$ cat config.mk
export PLATFORM = sky130hd
export DESIGN_NAME = oam_dma
export DESIGN_NICKNAME = d
export VERILOG_FILES = /design/src/rtl/oam_dma.sv
export SDC_FILE = /design/constraint.sdc
export NUM_CORES = 1
export LEC_CHECK = 0
export CAP_MARGIN = 20
export CORE_UTILIZATION = 30
export DETAILED_ROUTE_END_ITERATION = 12
export PLACE_DENSITY_LB_ADDON = 0.2
export SYNTH_ARGS = -nofsm -noshare
export SYNTH_HDL_FRONTEND = slang
export SYNTH_SLANG_ARGS = --single-unit
$ cat constraint.sdc
create_clock -name clk4 -period 2 [get_ports clk4]
set_input_delay 0.4 -clock clk4 [delete_from_list [all_inputs] [get_ports clk4]]
set_output_delay 0.4 -clock clk4 [all_outputs]
set_load 0.02 [all_outputs]
$ cat src/rtl/oam_dma.sv
// Sprite DMA: stalls the CPU after a trigger write and copies one source page
// into the OAM data port as read/write pairs, aligned to even bus cycles.
module oam_dma #(
  parameter logic [15:0] TRIGGER_ADDR = 16'h4014,
  parameter logic [15:0] DEST_ADDR    = 16'h2004,
  parameter int          LENGTH       = 256
) (
  input  logic        clk4,
  input  logic        n_reset,
  input  logic        cpu_ce,
  input  logic [15:0] cpu_addr,
  input  logic        cpu_rw,
  input  logic [7:0]  cpu_wdata,
  input  logic [7:0]  rdata,
  output logic        rdy,
  output logic        dma_grant,
  output logic [15:0] dma_addr,
  output logic        dma_rw,
  output logic [7:0]  dma_wdata
);

  typedef enum logic [2:0] {
    IDLE,
    HALT,
    ALIGN,
    READ,
    WRITE
  } state_t;

  localparam logic [8:0] LAST = 9'(LENGTH - 1);

  state_t     state;
  logic [8:0] idx;
  logic [7:0] page;
  logic       cyc_odd;

  always_ff @(posedge clk4 or negedge n_reset) begin
    if (!n_reset) begin
      state     <= IDLE;
      idx       <= '0;
      page      <= '0;
      cyc_odd   <= 1'b0;
      rdy       <= 1'b1;
      dma_grant <= 1'b0;
      dma_addr  <= '0;
      dma_rw    <= 1'b1;
      dma_wdata <= '0;
    end else if (cpu_ce) begin
      cyc_odd <= ~cyc_odd;
      unique case (state)
        IDLE: begin
          if (!cpu_rw && cpu_addr == TRIGGER_ADDR) begin
            page  <= cpu_wdata;
            rdy   <= 1'b0;
            state <= HALT;
          end
        end
        HALT: begin
          // the CPU only honours RDY on reads
          if (cpu_rw) begin
            dma_grant <= 1'b1;
            dma_rw    <= 1'b1;
            dma_addr  <= {page, 8'h00};
            state     <= cyc_odd ? READ : ALIGN;
          end
        end
        ALIGN: begin
          dma_addr <= {page, idx[7:0]};
          state    <= READ;
        end
        READ: begin
          dma_wdata <= rdata;
          dma_addr  <= DEST_ADDR;
          dma_rw    <= 1'b0;
          state     <= WRITE;
        end
        WRITE: begin
          if (idx == LAST) begin
            idx       <= '0;
            dma_grant <= 1'b0;
            rdy       <= 1'b1;
            dma_rw    <= 1'b1;
            state     <= IDLE;
          end else begin
            // low byte wraps inside the page, never carries
            idx      <= idx + 9'd1;
            dma_addr <= {page, idx[7:0] + 8'd1};
            dma_rw   <= 1'b1;
            state    <= READ;
          end
        end
        default: state <= IDLE;
      endcase
    end
  end

endmodule
Word-level counts from Yosys, hierarchy flattened --
Index checks and enable logic that the tools add are counted.
Storage, ports and cells: logic and storage cells 53, output and inout bits 27, input bits 36, flip-flop bits (word level) 48
Cells by class: add/sub/neg operators 2, bitwise logic cells 1, multiplexer cells 16, reduce and logical (&&, ||, !) cells 15, equal/unequal tests 10
Operators by type and width (count):
- $pmux W16 S4 | 1
- $mux W16 | 2
- $eq A16 B15 Y1 const B | 1
- $pmux W3 S5 | 1
- $reduce_and A4 Y1 | 3
- $add A9 B1 Y9 const B | 1
- $eq A9 B8 Y1 const B | 1
- $mux W9 | 1
- $reduce_and A3 Y1 | 3
- $add A8 B1 Y8 const B | 1
- $ne A2 B2 Y1 const B | 4
- $eq A3 B2 Y1 const B | 2
- $mux W3 | 2
- $mux W1 | 5
- $pmux W1 S2 | 2
- $reduce_and A2 Y1 | 2
- $reduce_bool A2 Y1 | 2
- $reduce_bool A4 Y1 | 1
- $eq A3 B1 Y1 const B | 1
- $eq A3 B3 Y1 const B | 1
- $logic_not A3 Y1 | 1
- $pmux W1 S3 | 1
- $reduce_bool A3 Y1 | 1
- $mux W2 | 1
- 3 further kinds | 3

Longest topological paths before layout --
word-level depth 4, gate-level depth with buffers 8, depth with buffers taken out 6

Least setup slack after synthesis --
Ideal clock, no wire load.
path kind flip-flop to flip-flop, start point register idx[0], end point register dma_addr[2], data arrival time 1.744 ns, required time 1.872 ns, path slack 0.128 ns, buffers on the path 1, stages on the path, launching flop included 7, library setup time 0.128 ns, clock period less this slack 1.872 ns, cells stage by stage dfrtp_1 ha_1 nand3_2 o31ai_4 o31a_4 buf_12 mux2_1
Between the ends: cells in the longest elaborated chain, start to end 3, elaborated cells between the ends (all ways) 6, those cells by class add/sub: 1; eq/ne: 2; mux: 2; reduce/logical: 1
Ends and longest elaborated chain:
- start, declared | RTL line 33 | logic [8:0] idx;
- start signal, assigned | RTL line 86 | idx <= idx + 9'd1;
- $add A8 B1 Y8 or $eq A9 B8 Y1 (tied branches) | RTL line 87, 78
- $mux W16 or $ne A2 B2 Y1 (tied branches)
- $pmux W16 S4 or $reduce_and A4 Y1 (tied branches)
- end signal, assigned | RTL line 63 | dma_addr <= {page, 8'h00};
- end signal, assigned | RTL line 68 | dma_addr <= {page, idx[7:0]};
- end signal, assigned | RTL line 87 | dma_addr <= {page, idx[7:0] + 8'd1};
- end, declared | RTL line 17 | output logic [15:0] dma_addr,
Parallel ways exist; a longest one is shown, timed or not. The select of a mux whose other input is x is not followed. A chain may end at the register's enable or synchronous reset.

Worst setup path in the final report --
start point input port cpu_addr[11], end point register page[4]
Between the ends: cells in the longest elaborated chain, start to end 3
Ends and longest elaborated chain:
- start, declared | RTL line 11 | input logic [15:0] cpu_addr,
- $eq A16 B15 Y1 | RTL line 52 | if (!cpu_rw && cpu_addr == TRIGGER_ADDR) begin
- $logic_and A1 B1 Y1 | RTL line 52
- $reduce_and A3 Y1 (no line)
- end signal, assigned | RTL line 53 | page <= cpu_wdata;
- end, declared | RTL line 34 | logic [7:0] page;
No other way between the ends.

==> load_flow_metrics.sql <==
INSERT INTO impl_metrics (metric_group, metric, value, unit) VALUES
('job', 'drv_cap', '0', ''),
('global_routing', 'grt.overflow.total', '0', ''),
('setup_path', 'cp-start-kind', 'input pin', ''),
('global_routing', 'grt_util_all_layers', '0.135', ''),
('synthesis', 'synthDominantCellAreaShare', '0.500', ''),
('synthesis', 'yosysWarningCount', '0', ''),
('power_and_ir_drop', 'total_power', '0.00327', 'W'),
('floorplanning', 'io_pins', '63', ''),
('cts', 'tritoncts_clock_tree', 'done', ''),
('routing', 'routedWlPerCell', '12.8', 'microns'),
('global_routing', 'grt_max_degree', '49', ''),
('synthesis', 'synth-compound-area-share', '0.155', ''),
('synthesis', 'synth_simple_gate_area_share', '0.151', ''),
('floorplanning', 'die_height', '89.6', 'microns'),
('place', 'place_inst', '373', ''),
('cts', 'clock_tree.htree_level_count', '2', ''),
('timing', 'grt_setup_unrepaired', 'false', ''),
('synthesis', 'muxShareOfSynthArea', '0.0831', ''),
('synthesis', 'synth_enable_flop_cells', '0', ''),
('floorplanning', 'floorplan.die.width', '89.6', 'microns'),
('layout', 'finish.cell_count_without_fillers', '382', ''),
('timing', 'layout_min_cycle_time', '1940', 'ps'),
('routing', 'vias', '1766', ''),
('timing', 'maxSlewHeadroom', '0.737', ''),
('timing', 'finalHoldWorstSlack', '72.6', 'ps'),
('setup_path', 'worst_ep_required_time', '2190', 'ps'),
('layout', 'final_net_count', '319', ''),
('synthesis', 'post_synth.cell_area_avg', '11.0', 'sq um'),
('synthesis', 'synth_largest_area_cell', 'sky130_fd_sc_hd__dfrtp_1', ''),
('timing', 'maxClockFrequency', '0.516', 'GHz'),
('setup_path', 'critical_path.max_fanout', '5', ''),
('synthesis', 'netlist-cell-type-count', '44', ''),
('layout', 'area.growth.synth_to_final', '40.9', '%'),
('status', 'outcome', 'finished, final reports clean', ''),
('synthesis', 'syn_nets', '246', ''),
('place', 'buffer_ports.inserted', '62', ''),
('timing', 'hold_violation_total_from_the_final_report', '0', ''),
('synthesis', 'netlist_area', '0.00230', 'sq mm'),
('routing', 'drc_errors', '0', ''),
('routing', 'drt-pass1-iter-count', '4', ''),
('cts', 'hold_buffers', '0', ''),
('timing', 'clock_skew', '8.60', 'ps'),
('synthesis', 'synthXorXnorAreaFrac', '0.0380', ''),
('synthesis', 'async_sr_flop_fraction', '1.00', ''),
('timing', 'setup_viol', '0', ''),
('floorplanning', 'initial_core_util', '0.314', ''),
('setup_path', 'r2r.worst_path.cells', '5', ''),
('power_and_ir_drop', 'power.ir.vdd_worst', '375', 'uV'),
('place', 'dp_hpwl', '3.37', 'mm'),
('floorplanning', 'core-area', '0.00733', 'sq mm'),
('setup_path', 'cp_common_cell', 'sky130_fd_sc_hd__nor4b_2', ''),
('power_and_ir_drop', 'leakage', '1.38', 'nW'),
('cts', 'insertion_delay', '300', 'ps'),
('synthesis', 'ys.flop_type', 'sky130_fd_sc_hd__dfrtp_1', ''),
('place', 'place_worst_setup_slack', '-461', 'ps'),
('floorplanning', 'die_area', '0.00803', 'sq mm'),
('cts', 'clk_root_buffer_cell', 'sky130_fd_sc_hd__clkbuf_8', ''),
('synthesis', 'yosys-top-cells-area', 'sky130_fd_sc_hd__dfrtp_1 50%, sky130_fd_sc_hd__mux2_2 7.8%, sky130_fd_sc_hd__nand2_1 5.9%', ''),
('routing', 'drt_wl_total', '4.90', 'mm'),
('setup_path', 'critical_path.reg2reg.startpoint', 'idx[0]', ''),
('global_routing', 'number_of_global_route_vias_before_repair', '1718', ''),
('layout', 'layout-drive-gt1-share', '0.216', ''),
('place', 'gpl.final_weighted_congestion', '0.737', ''),
('cts', 'clock_sink_count', '48', ''),
('synthesis', 'synth_sequential_area_ratio', '0.523', ''),
('synthesis', 'synth_top_family_by_area', 'compound AO/OA/AOI/OAI gates', ''),
('synthesis', 'yosys.area_share.adder', '0.00543', ''),
('layout', 'insertedDiodeCount', '0', ''),
('synthesis', 'synth_seq_cells', '48', ''),
('setup_path', 'startpoint_of_the_worst_setup_timing_path', 'cpu_addr[11]', ''),
('min_path', 'hold_path_class', 'input pin to async pin', '');
## state kept, by name, indices dropped and copies added, names as in the netlist
| register | flops |
|---|---|
| rdy | 1 |
| dma_addr | 16 |
| dma_rw | 1 |
| dma_grant | 1 |
| dma_wdata | 8 |
| page | 8 |
| state | 3 |
| cyc_odd | 1 |
| idx | 9 |
## final timing paths
path,slack (ps),to
min reg2reg,470,cyc_odd
max reg2reg,190,dma_addr[2]
max in group asynchronous,1650,rdy
max,60,page[4]
min in group clk4,470,cyc_odd
min,70,dma_addr[6]
## critical path, delay by kind of cell
| family | cells | cell delay [ps] |
|---|---|---|
| simple gates | 4 | 1060 |
| buf+inv | 2 | 380 |
| mux | 1 | 300 |
## metrics by stage
stage,utilization,instance area (sq um)
final,0.443,3250
after global routing,0.443,3250
after CTS,0.448,3280
after global placement,0.422,3100
after floorplan,-,2300
after detailed placement,0.422,3100
## power breakdown
part	total, W	switching [W]	internal (W)	leakage [nW]
combinational	0.00131	0.000675	0.000634	0.691
sequential	0.00135	0.000173	0.00117	0.636
clock	0.000611	0.000327	0.000283	0.0516
## final cells by class
cell class	count	area [sq um]
fillers	696	4090
repair buffers	77	757
clock buffers	6	82.6
inverters	4	15.0
flip-flops and latches	48	1200
multi-input cells	146	1050
clock inverters	2	13.8
well taps	99	124
## synth_stat cells (all sizes together) (3+ instances only)
master,count
inv,4
nand2,36
o21ai,25
dfrtp,46
xor2,5
a21oi,9
nand3,5
a22o,5
mux2,17
xnor2,5
buf,9
nor4b,3
nor2,9
o31ai,5
## timing repair
| item | 4_1_cts | 5_1_grt |
|---|---|---|
| resized for setup | 26 | 3 |
| pin swaps | 6 | 4 |
| setup buffers | 2 | 0 |
| gates cloned | 1 | 0 |
| endpoints found under the setup margin | 8 | 8 |
## layer usage
| metal | vias to the layer above | track usage | part of all wire |
|---|---|---|---|
| li1 | 884 | - | - |
| met1 | 838 | 0.189 | 0.49 |
| met2 | 39 | 0.209 | 0.46 |
| met3 | 5 | 0.0329 | 0.037 |
| met4 | 0 | 0.0390 | 0.013 |
| met5 | - | 0 | 0 |
## cell families after synthesis
logic type / count (synthesis)
AOI/OAI and AO/OA: 51
xor gates and xnor gates: 10
DFF: 48
buffers and inverters: 15
and+or+nand+nor: 67
adders and majority gates: 1
muxes: 17
## layout by cell type, fill, tap and decap left out, types with 4 or more instances in the layout
| cell type | netlist | final |
|---|---|---|
| sky130_fd_sc_hd__o21ai_0 | 17 | 17 |
| sky130_fd_sc_hd__clkbuf_8 | 0 | 6 |
| sky130_fd_sc_hd__o21ai_2 | 8 | 8 |
| sky130_fd_sc_hd__clkdlybuf4s50_1 | 0 | 49 |
| sky130_fd_sc_hd__nor2_1 | 8 | 8 |
| sky130_fd_sc_hd__buf_4 | 2 | 11 |
| sky130_fd_sc_hd__dlygate4sd2_1 | 0 | 10 |
| sky130_fd_sc_hd__a22o_1 | 5 | 5 |
| sky130_fd_sc_hd__a21oi_1 | 9 | 9 |
| sky130_fd_sc_hd__inv_1 | 4 | 4 |
| sky130_fd_sc_hd__nand3_1 | 4 | 4 |
| sky130_fd_sc_hd__mux2_4 | 0 | 8 |
| sky130_fd_sc_hd__nand2_1 | 36 | 36 |
| sky130_fd_sc_hd__o31ai_1 | 4 | 4 |
| sky130_fd_sc_hd__xnor2_1 | 5 | 5 |
| sky130_fd_sc_hd__dfrtp_1 | 46 | 46 |
| sky130_fd_sc_hd__xor2_1 | 5 | 5 |
| sky130_fd_sc_hd__mux2_2 | 16 | 8 |
Note: power is estimated with default switching activity, not from simulation.
